==> config.mk <==
export PLATFORM = sky130hd
export DESIGN_NAME = qspim_wb
export DESIGN_NICKNAME = d
export VERILOG_FILES = /design/src/rtl/qspim_pkg.sv /design/src/rtl/qspim_wb_clkgen.sv /design/src/rtl/qspim_wb.sv
export SDC_FILE = /design/constraint.sdc
export NUM_CORES = 1
export LEC_CHECK = 0
export CORE_MARGIN = 3
export CORE_UTILIZATION = 50
export CTS_CLUSTER_DIAMETER = 80
export CTS_CLUSTER_SIZE = 40
export DETAILED_ROUTE_END_ITERATION = 16
export GPL_TIMING_DRIVEN = 0
export PLACE_DENSITY = 0.76
export SLEW_MARGIN = 20
export SYNTH_ARGS = -nofsm -noshare
export SYNTH_HDL_FRONTEND = slang
export SYNTH_SLANG_ARGS = --single-unit
==> constraint.sdc <==
create_clock -name sys_clk -period 3.4 [get_ports sys_clk]
set_input_delay 0.68 -clock sys_clk [delete_from_list [all_inputs] [get_ports sys_clk]]
set_output_delay 0.68 -clock sys_clk [all_outputs]
set_load 0.01 [all_outputs]
==> src/rtl/qspim_pkg.sv <==
// Shared types and constants for the Wishbone to quad-SPI master bridge.
package qspim_pkg;

    typedef enum logic [3:0] {
        IDLE  = 4'd0,
        SETUP = 4'd1,
        CMD   = 4'd2,
        ADDR  = 4'd3,
        DUMMY = 4'd4,
        WDATA = 4'd5,
        RDATA = 4'd6,
        HOLD  = 4'd7,
        ACK   = 4'd8,
        GAP   = 4'd9
    } state_e;

    localparam logic [3:0] CMD_WR = 4'h2;
    localparam logic [3:0] CMD_RD = 4'h3;

    localparam logic [3:0] NIB_CMD  = 4'd2;
    localparam logic [3:0] NIB_ADDR = 4'd6;
    localparam logic [3:0] NIB_DATA = 4'd8;

    function automatic logic [7:0] cmd_byte(input logic we, input logic [3:0] sel);
        return {(we ? CMD_WR : CMD_RD), sel};
    endfunction

endpackage

==> src/rtl/qspim_wb_clkgen.sv <==
// Half-period counter for sclk; tick marks every half-period while enabled,
// rise/fall flag the sys_clk edge on which sclk changes.
module qspim_clkgen #(
    parameter int unsigned CLK_DIV = 2
) (
    input  logic clk,
    input  logic rst_n,
    input  logic en,
    input  logic sclk_en,
    output logic sclk,
    output logic tick,
    output logic rise,
    output logic fall
);
    localparam logic [7:0] RELOAD = 8'(CLK_DIV);

    logic [7:0] cnt_q, cnt_d;
    logic       sclk_q, sclk_d;

    always_comb begin
        tick   = en && (cnt_q == '0);
        rise   = tick && sclk_en && !sclk_q;
        fall   = tick && sclk_en && sclk_q;
        cnt_d  = cnt_q;
        sclk_d = sclk_q;
        if (!en) begin
            cnt_d  = RELOAD;
            sclk_d = 1'b0;
        end else if (tick) begin
            cnt_d = RELOAD;
            if (sclk_en) begin
                sclk_d = !sclk_q;
            end
        end else begin
            cnt_d = cnt_q - 8'd1;
        end
    end

    always_ff @(posedge clk or negedge rst_n) begin
        if (!rst_n) begin
            cnt_q  <= RELOAD;
            sclk_q <= 1'b0;
        end else begin
            cnt_q  <= cnt_d;
            sclk_q <= sclk_d;
        end
    end

    assign sclk = sclk_q;

endmodule

==> src/rtl/qspim_wb.sv <==
// Wishbone slave to quad-SPI master bridge: one 32-bit WB access becomes one
// QSPI frame (cmd, 24-bit address, then write data or dummy + read data).
module qspim_wb
    import qspim_pkg::*;
#(
    parameter int unsigned CLK_DIV   = 2,
    parameter int unsigned DUMMY_CYC = 4,
    parameter int unsigned CS_GAP    = 2
) (
    input  logic        sys_clk,
    input  logic        rst_n,
    input  logic        wbs_cyc_i,
    input  logic        wbs_stb_i,
    input  logic [31:0] wbs_adr_i,
    input  logic        wbs_we_i,
    input  logic [31:0] wbs_dat_i,
    input  logic [3:0]  wbs_sel_i,
    output logic [31:0] wbs_dat_o,
    output logic        wbs_ack_o,
    output logic        wbs_err_o,
    output logic        sclk,
    output logic        ssn,
    output logic [3:0]  sdout,
    output logic        sdout_oen,
    input  logic [3:0]  sdin,
    output logic        busy,
    output logic [3:0]  st
);
    // ACK and the IDLE acceptance cycle already keep ssn high, GAP pads the rest
    localparam int unsigned GAP_LEN   = (CS_GAP > 2) ? CS_GAP - 2 : 0;
    localparam logic [7:0]  GAP_LOAD  = (GAP_LEN > 0) ? 8'(GAP_LEN - 1) : 8'd0;
    localparam logic [3:0]  DUMMY_LOAD = 4'(DUMMY_CYC);

    state_e      state_q, state_d;
    logic [3:0]  nib_q, nib_d;
    logic [7:0]  gap_q, gap_d;
    logic [59:0] tx_q, tx_d;
    logic [31:0] rx_q, rx_d;
    logic        we_q, we_d;
    logic        ssn_q, ssn_d;
    logic        oen_q, oen_d;
    logic [3:0]  sdout_q, sdout_d;
    logic        ack_q, ack_d;
    logic        err_q, err_d;
    logic [31:0] dat_q, dat_d;
    logic        busy_q, busy_d;
    logic [7:0]  cmd;
    logic        clk_en, sclk_en, tick, rise, fall;

    qspim_clkgen #(.CLK_DIV(CLK_DIV)) u_clkgen (
        .clk     (sys_clk),
        .rst_n   (rst_n),
        .en      (clk_en),
        .sclk_en (sclk_en),
        .sclk    (sclk),
        .tick    (tick),
        .rise    (rise),
        .fall    (fall)
    );

    always_comb begin
        cmd     = cmd_byte(wbs_we_i, wbs_sel_i);
        state_d = state_q;
        nib_d   = nib_q;
        gap_d   = gap_q;
        tx_d    = tx_q;
        rx_d    = rx_q;
        we_d    = we_q;
        ssn_d   = ssn_q;
        oen_d   = oen_q;
        sdout_d = sdout_q;
        ack_d   = 1'b0;
        err_d   = 1'b0;
        dat_d   = dat_q;
        clk_en  = 1'b0;
        sclk_en = 1'b0;
        case (state_q)
            IDLE: begin
                if (wbs_cyc_i && wbs_stb_i && !ack_q && !err_q) begin
                    if (wbs_adr_i[31:24] != '0) begin
                        err_d = 1'b1;
                    end else begin
                        state_d = SETUP;
                        we_d    = wbs_we_i;
                        tx_d    = {cmd[3:0], wbs_adr_i[23:0], wbs_dat_i};
                        sdout_d = cmd[7:4];
                        ssn_d   = 1'b0;
                        oen_d   = 1'b0;
                        nib_d   = NIB_CMD;
                    end
                end
            end
            SETUP: begin
                clk_en = 1'b1;
                if (tick) begin
                    state_d = CMD;
                end
            end
            CMD, ADDR, WDATA: begin
                clk_en  = 1'b1;
                sclk_en = 1'b1;
                if (fall) begin
                    tx_d    = {tx_q[55:0], 4'h0};
                    sdout_d = tx_q[59:56];
                    if (nib_q == 4'd1) begin
                        if (state_q == CMD) begin
                            state_d = ADDR;
                            nib_d   = NIB_ADDR;
                        end else if (state_q == WDATA) begin
                            state_d = HOLD;
                            sdout_d = '0;
                        end else if (we_q) begin
                            state_d = WDATA;
                            nib_d   = NIB_DATA;
                        end else begin
                            state_d = (DUMMY_LOAD == '0) ? RDATA : DUMMY;
                            nib_d   = (DUMMY_LOAD == '0) ? NIB_DATA : DUMMY_LOAD;
                            oen_d   = 1'b1;
                            sdout_d = '0;
                        end
                    end else begin
                        nib_d = nib_q - 4'd1;
                    end
                end
            end
            DUMMY, RDATA: begin
                clk_en  = 1'b1;
                sclk_en = 1'b1;
                if (rise && state_q == RDATA) begin
                    rx_d = {rx_q[27:0], sdin};
                end
                if (fall) begin
                    if (nib_q == 4'd1) begin
                        state_d = (state_q == DUMMY) ? RDATA : HOLD;
                        nib_d   = NIB_DATA;
                    end else begin
                        nib_d = nib_q - 4'd1;
                    end
                end
            end
            HOLD: begin
                clk_en = 1'b1;
                if (tick) begin
                    state_d = ACK;
                    ssn_d   = 1'b1;
                    oen_d   = 1'b1;
                    sdout_d = '0;
                    // A master that dropped cyc gets neither ack nor new read data
                    ack_d   = wbs_cyc_i;
                    if (wbs_cyc_i && !we_q) begin
                        dat_d = rx_q;
                    end
                end
            end
            ACK: begin
                state_d = (GAP_LEN == 0) ? IDLE : GAP;
                gap_d   = GAP_LOAD;
            end
            GAP: begin
                if (gap_q == '0) begin
                    state_d = IDLE;
                end else begin
                    gap_d = gap_q - 8'd1;
                end
            end
            default: state_d = IDLE;
        endcase
        busy_d = (state_d != IDLE);
    end

    always_ff @(posedge sys_clk or negedge rst_n) begin
        if (!rst_n) begin
            state_q <= IDLE;
            nib_q   <= '0;
            gap_q   <= '0;
            tx_q    <= '0;
            rx_q    <= '0;
            we_q    <= 1'b0;
            ssn_q   <= 1'b1;
            oen_q   <= 1'b1;
            sdout_q <= '0;
            ack_q   <= 1'b0;
            err_q   <= 1'b0;
            dat_q   <= '0;
            busy_q  <= 1'b0;
        end else begin
            state_q <= state_d;
            nib_q   <= nib_d;
            gap_q   <= gap_d;
            tx_q    <= tx_d;
            rx_q    <= rx_d;
            we_q    <= we_d;
            ssn_q   <= ssn_d;
            oen_q   <= oen_d;
            sdout_q <= sdout_d;
            ack_q   <= ack_d;
            err_q   <= err_d;
            dat_q   <= dat_d;
            busy_q  <= busy_d;
        end
    end

    assign wbs_dat_o = dat_q;
    assign wbs_ack_o = ack_q;
    assign wbs_err_o = err_q;
    assign ssn       = ssn_q;
    assign sdout     = sdout_q;
    assign sdout_oen = oen_q;
    assign busy      = busy_q;
    assign st        = state_q;

endmodule

### After elaboration in Yosys (flattened, before gate mapping)

Index checks and enable logic that the tools add are counted.

| word-level totals | value |
|---|---|
| flip-flop bits (word level) | 159 |
| bits in latches | 0 |
| RAM bits | 0 |
| bits in read-only memories | 0 |
| output and inout bits | 46 |
| memories kept | 0 |

| operators by class | value |
|---|---|
| $add $sub $neg | 3 |
| multipliers | 0 |
| div/mod/pow operators | 0 |
| magnitude comparators | 0 |
| equal/unequal tests | 23 |
| shift-type cells | 0 |
| multiplexer cells | 62 |
| bitwise gates (word level) | 1 |
| reduce and logical (&&, ||, !) cells | 37 |

Operators by type and width:

| cell | number |
|---|---|
| $mux 60 | 3 |
| $pmux 60 s2 | 1 |
| $mux 4 | 26 |
| $mux 8 | 3 |
| $ne 2x2->1 const B | 12 |
| $pmux 4 s3 | 2 |
| $pmux 4 s6 | 1 |
| $mux 1 | 21 |
| $eq 4x3->1 const B | 4 |
| $logic_not 8->1 | 2 |
| $pmux 8 s2 | 1 |
| $sub 8x1->8 const B | 2 |
| $logic_and 1x1->1 | 9 |
| $reduce_and 9->1 | 1 |
| $eq 4x1->1 const B | 2 |
| $eq 4x2->1 const B | 2 |
| $eq 4x4->1 const B | 2 |
| $reduce_and 4->1 | 2 |
| $reduce_bool 8->1 | 1 |
| $reduce_or 7->1 | 1 |
| $reduce_and 2->1 | 3 |
| $reduce_and 3->1 | 2 |
| $reduce_and 6->1 | 1 |
| $reduce_bool 2->1 | 3 |
| 15 further kinds | 19 |

### Depth between registers and ports, before layout

| logic depth | value |
|---|---|
| word-level depth | 9 |
| mapped depth | 10 |

### Modules after synthesis

From an unflattened synthesis, not the netlist that was laid out.

| second synthesis, totals | value |
|---|---|
| cell total of the unflattened synthesis | 573 |
| area, all modules | 7633.6 um^2 |

By module, submodules not included:

| module | instances | cells each | area an instance (um^2) | sequential area each (um^2) |
|---|---|---|---|---|
| qspim_wb | 1 | 526 | 7159.4 | 3756.1 |
| qspim_clkgen | 1 | 47 | 474.2 | 226.5 |

### Least setup slack after synthesis

No wires, ideal clock.

| timing path | value |
|---|---|
| path kind | input to register |
| start | input port wbs_adr_i[29] |
| end | register sdout_q[0] (netlist: sdout[0]) |
| arrival | 2.368 ns |
| required time | 3.275 ns |
| path slack | 0.907 ns |
| stages | 5 |
| cells stage by stage | or4_1 > nor4_4 > o32ai_1 > a21oi_2 > mux2_2 |

| between the ends | value |
|---|---|
| cells in the longest elaborated chain, start to end | 3 |

Ends and longest elaborated chain:

| element | RTL line | RTL |
|---|---|---|
| start: declaration | qspim_wb.sv:14 | `input logic [31:0] wbs_adr_i,` |
| $reduce_bool 8->1 | qspim_wb.sv:80 | `if (wbs_adr_i[31:24] != '0) begin` |
| $ne 2x2->1 (no line) | - |  |
| $reduce_and 5->1 (no line) | - |  |
| end signal: assignment | qspim_wb.sv:195 | `sdout_q <= sdout_d;` |
| end: declaration | qspim_wb.sv:42 | `logic [3:0] sdout_q, sdout_d;` |

Every way passes these cells.
A chain may end at the register's enable or synchronous reset.

### Final worst setup path

| timing path | value |
|---|---|
| start | input port wbs_adr_i[29] |
| end | register nib_q[0] |

| between the ends | value |
|---|---|
| cells in the longest elaborated chain, start to end | 3 |

Ends and longest elaborated chain:

| element | RTL line | RTL |
|---|---|---|
| $reduce_bool 8->1 | qspim_wb.sv:80 |  |
| $ne 2x2->1 (no line) | - |  |
| $reduce_and 6->1 (no line) | - |  |
| end signal: assignment | qspim_wb.sv:188 | `nib_q <= nib_d;` |
| end: declaration | qspim_wb.sv:35 | `logic [3:0] nib_q, nib_d;` |

Every way passes these cells.

==> results.tsv <==
metric	value	unit
CTS tree	built	
critical path endpoint category	flip-flop	
Syn Area/Cell	11.30	µm²
Sw Share	20.67	%
DRT iter0 DRCs	435	
synth top area cells	dfrtp_1 (55%), mux2_4 (6.4%), mux2_2 (6.1%)	
post-CTS resize count	0	
layout filler cell count	987	
total power	3.880	mW
LEAKAGE	4.270	nW
Routed Wire Length	16910	µm
top cell type by total area after synthesis	dfrtp_1	
DR vias	5368	
ant diodes	0	
first-pass GRT wire length	27860	µm
Worst Max-Slew Pin Slew	0.8403	ns
clock sinks	159	
main flop type after synthesis	dfrtp_1	
P_int	3.078	mW
Seq pwr share	48.9	%
H-tree depth	4	
Core Box Area	13510	µm²
gr usage total	22.21	%
Comb pwr share	3.6	%
Final ANT Viol Nets	0	
Net Count, Synth	706	
P&R area growth vs syn	29.09	%
CP startpoint kind	input pin	
Slew Limit Fails	0	
Fin. Hold Viols	0	
Synth Warn #	0	
final RePlAce weighted congestion	0.9561	
CTS buffer count	17	
Chip Height	124.7	µm
FP Rows	42	
ys async rst share	100.0	%
Sequential cell area	3983	µm²
worst path arrival time	3.10	ns
antenna violations before repair	1	
sequential element share of the synthesized area	56.50	%
die area	15560	µm²
Post-CTS Setup Bufs	0	
Peak VDD IR	314.4	µV
fin nets	848	
minimum clock period	2.794	ns
router iterations before antenna repair	5	
clock share of power	47.5	%
area occupied by multi-input gates	2636	µm²
Initial Util	52.20	%
die width	124.7	µm
WS Path Type	input pin to flip-flop	
WL/cell	17.72	µm
Psw	801.9	µW
number of top-level pins	123	
Syn Inst Count	624	
Clock Tree Root	clkbuf_16	
Max Clk Rate	357.9	MHz
WHS	0.2178	ns
Synth cell types	62	
Final Setup Violations	0	
slew margin rel.	43.86	%
fraction of layout cells with a size suffix above 1	16.20	%
number of port buffers	122	
RSZ-0062 raised after global routing	false	
vias in the first global route	5559	
Maximum Capacitance Violations	0	
Reg clk slew, reported paths	0.06	ns
Hold Buf Count CTS	0	
Max clock buf depth	2	
number of synthesized flops with an enable pin	0	
Pwr Density	426.3	nW/µm²
Max Fanout on Critical Path	4	
Synth Register Bits	159	
final period utilization	82.18	%
worst endpoint required time	3.71	ns
worst skew pair latency	0.42	ns
largest net degree at the start of global routing	84	
DRC viols	0	
global-route congestion overflow total	0	
area share of the largest cell type after synthesis	55.38	%
via/cell ratio	5.627	
status	complete, no violations	
hpwl dp	11910	µm
Post-Syn Area	7049	µm²
HP Class	input pin to asynchronous set/reset pin	
Clock Skew	0.005808	ns
critical path: stages:
cell and delay [ns]:
clkdlybuf4s50_1 0.48, or4_1 0.63, nor3_1 0.26, nor2_1 0.14, nor3_1 0.51, mux2_2 0.40
metrics by stage:
stage,util (%),setup slack (ns),instance area [µm²],std cells,setup TNS [ns]
finish,67.38,0.6058,9100,954,0
global route,67.38,0.4679,9100,954,0
CTS,67.38,0.6404,9100,954,0
detailed placement,63.11,0.2109,8523,923,0
global placement,62.87,-4.386,8491,922,-690.49
floorplan,-,0.9070,7049,624,0
area by class of cell:
cell class / instances / area share [%]
sequential: 159 / 43.76
multi-input combinational: 360 / 28.97
timing repair buffer: 123 / 13.78
clock buffer: 22 / 5.431
inverter: 68 / 2.805
tap: 176 / 2.420
buffer: 37 / 1.925
clock inverter: 9 / 0.9075
synth_stat cells (2+ instances only):
library cell,n
dfrtp_1,156
a21oi_1,68
inv_1,66
o22ai_1,57
mux2_2,38
mux2_4,30
nand2_1,29
nor2_1,29
clkbuf_1,23
nor3_1,12
buf_2,8
nand3_1,8
xnor2_1,8
o21ai_0,7
ha_1,5
nor4_1,5
a31oi_1,4
xor2_1,4
and3_1,3
buf_6,3
dfstp_2,3
nand2b_1,3
nand3b_1,3
or3_1,3
or4_1,3
a21bo_2,2
a2bb2oi_1,2
and2_1,2
buf_1,2
mux2i_1,2
nor3b_1,2
nor4b_1,2
o32ai_1,2
o41ai_1,2
power groups by stage:
stage               registers (mW)  logic (mW)  clock network [mW]
floorplan                     1.93     0.00623                   0
global placement              1.93       0.136                   0
finish                        1.90       0.141                1.84
CTS                           1.90       0.143                1.87
detailed placement            1.93       0.143                   0
global route                  1.90       0.154                1.96
flip-flops by register name (all words and copies together) (netlist names), 4 cells and up:
name and flops:
wbs_dat_o 32, gap_q 8, sdout 4, st 4, tx_q 60, nib_q 4
rx_q 32, u_clkgen.cnt_q 8
layout by cell type (no fill, tap or decap), types with 7 or more instances in the layout:
master and n:
a21oi_1 68, buf_2 8, clkbuf_1 23, clkbuf_16 17, clkdlybuf4s50_1 121, dfrtp_1 156, inv_1 66, mux2_2 38
mux2_4 30, nand2_1 29, nand3_1 8, nor2_1 29, nor3_1 12, o21ai_0 7, o22ai_1 57, xnor2_1 8
final timing paths:
check,depth (start not counted),startpoint,slack (ns),to
hold / removal,1,rst_n,0.22,nib_q[2]
min in group sys_clk,1,u_clkgen.cnt_q[0],0.47,u_clkgen.cnt_q[0]
max in group asynchronous,2,rst_n,2.39,u_clkgen.cnt_q[1]
setup reg to reg,8,st[1],0.63,tx_q[36]
hold reg to reg,1,u_clkgen.cnt_q[0],0.47,u_clkgen.cnt_q[0]
setup / recovery,6,wbs_adr_i[29],0.61,nib_q[0]
per-layer routing:
layer,global-route usage [%],routed length [µm]
met1,27.25,6792
met2,36.29,8396
met3,7.676,1340
met4,8.446,365
met5,0,13
cells by family after synthesis:
| group | after synthesis | synth area share (%) |
|---|---|---|
| AO/OA/AOI/OAI | 159 | 13.65 |
| XOR/XNOR | 12 | 1.491 |
| adder cells (fa/ha/maj) | 5 | 0.8875 |
| buffers and inverters | 105 | 6.106 |
| flip-flops | 159 | 56.50 |
| multiplexers | 70 | 12.74 |
| AND/OR/NAND/NOR | 114 | 8.626 |
No activity file was read; power rests on OpenSTA's default activity.
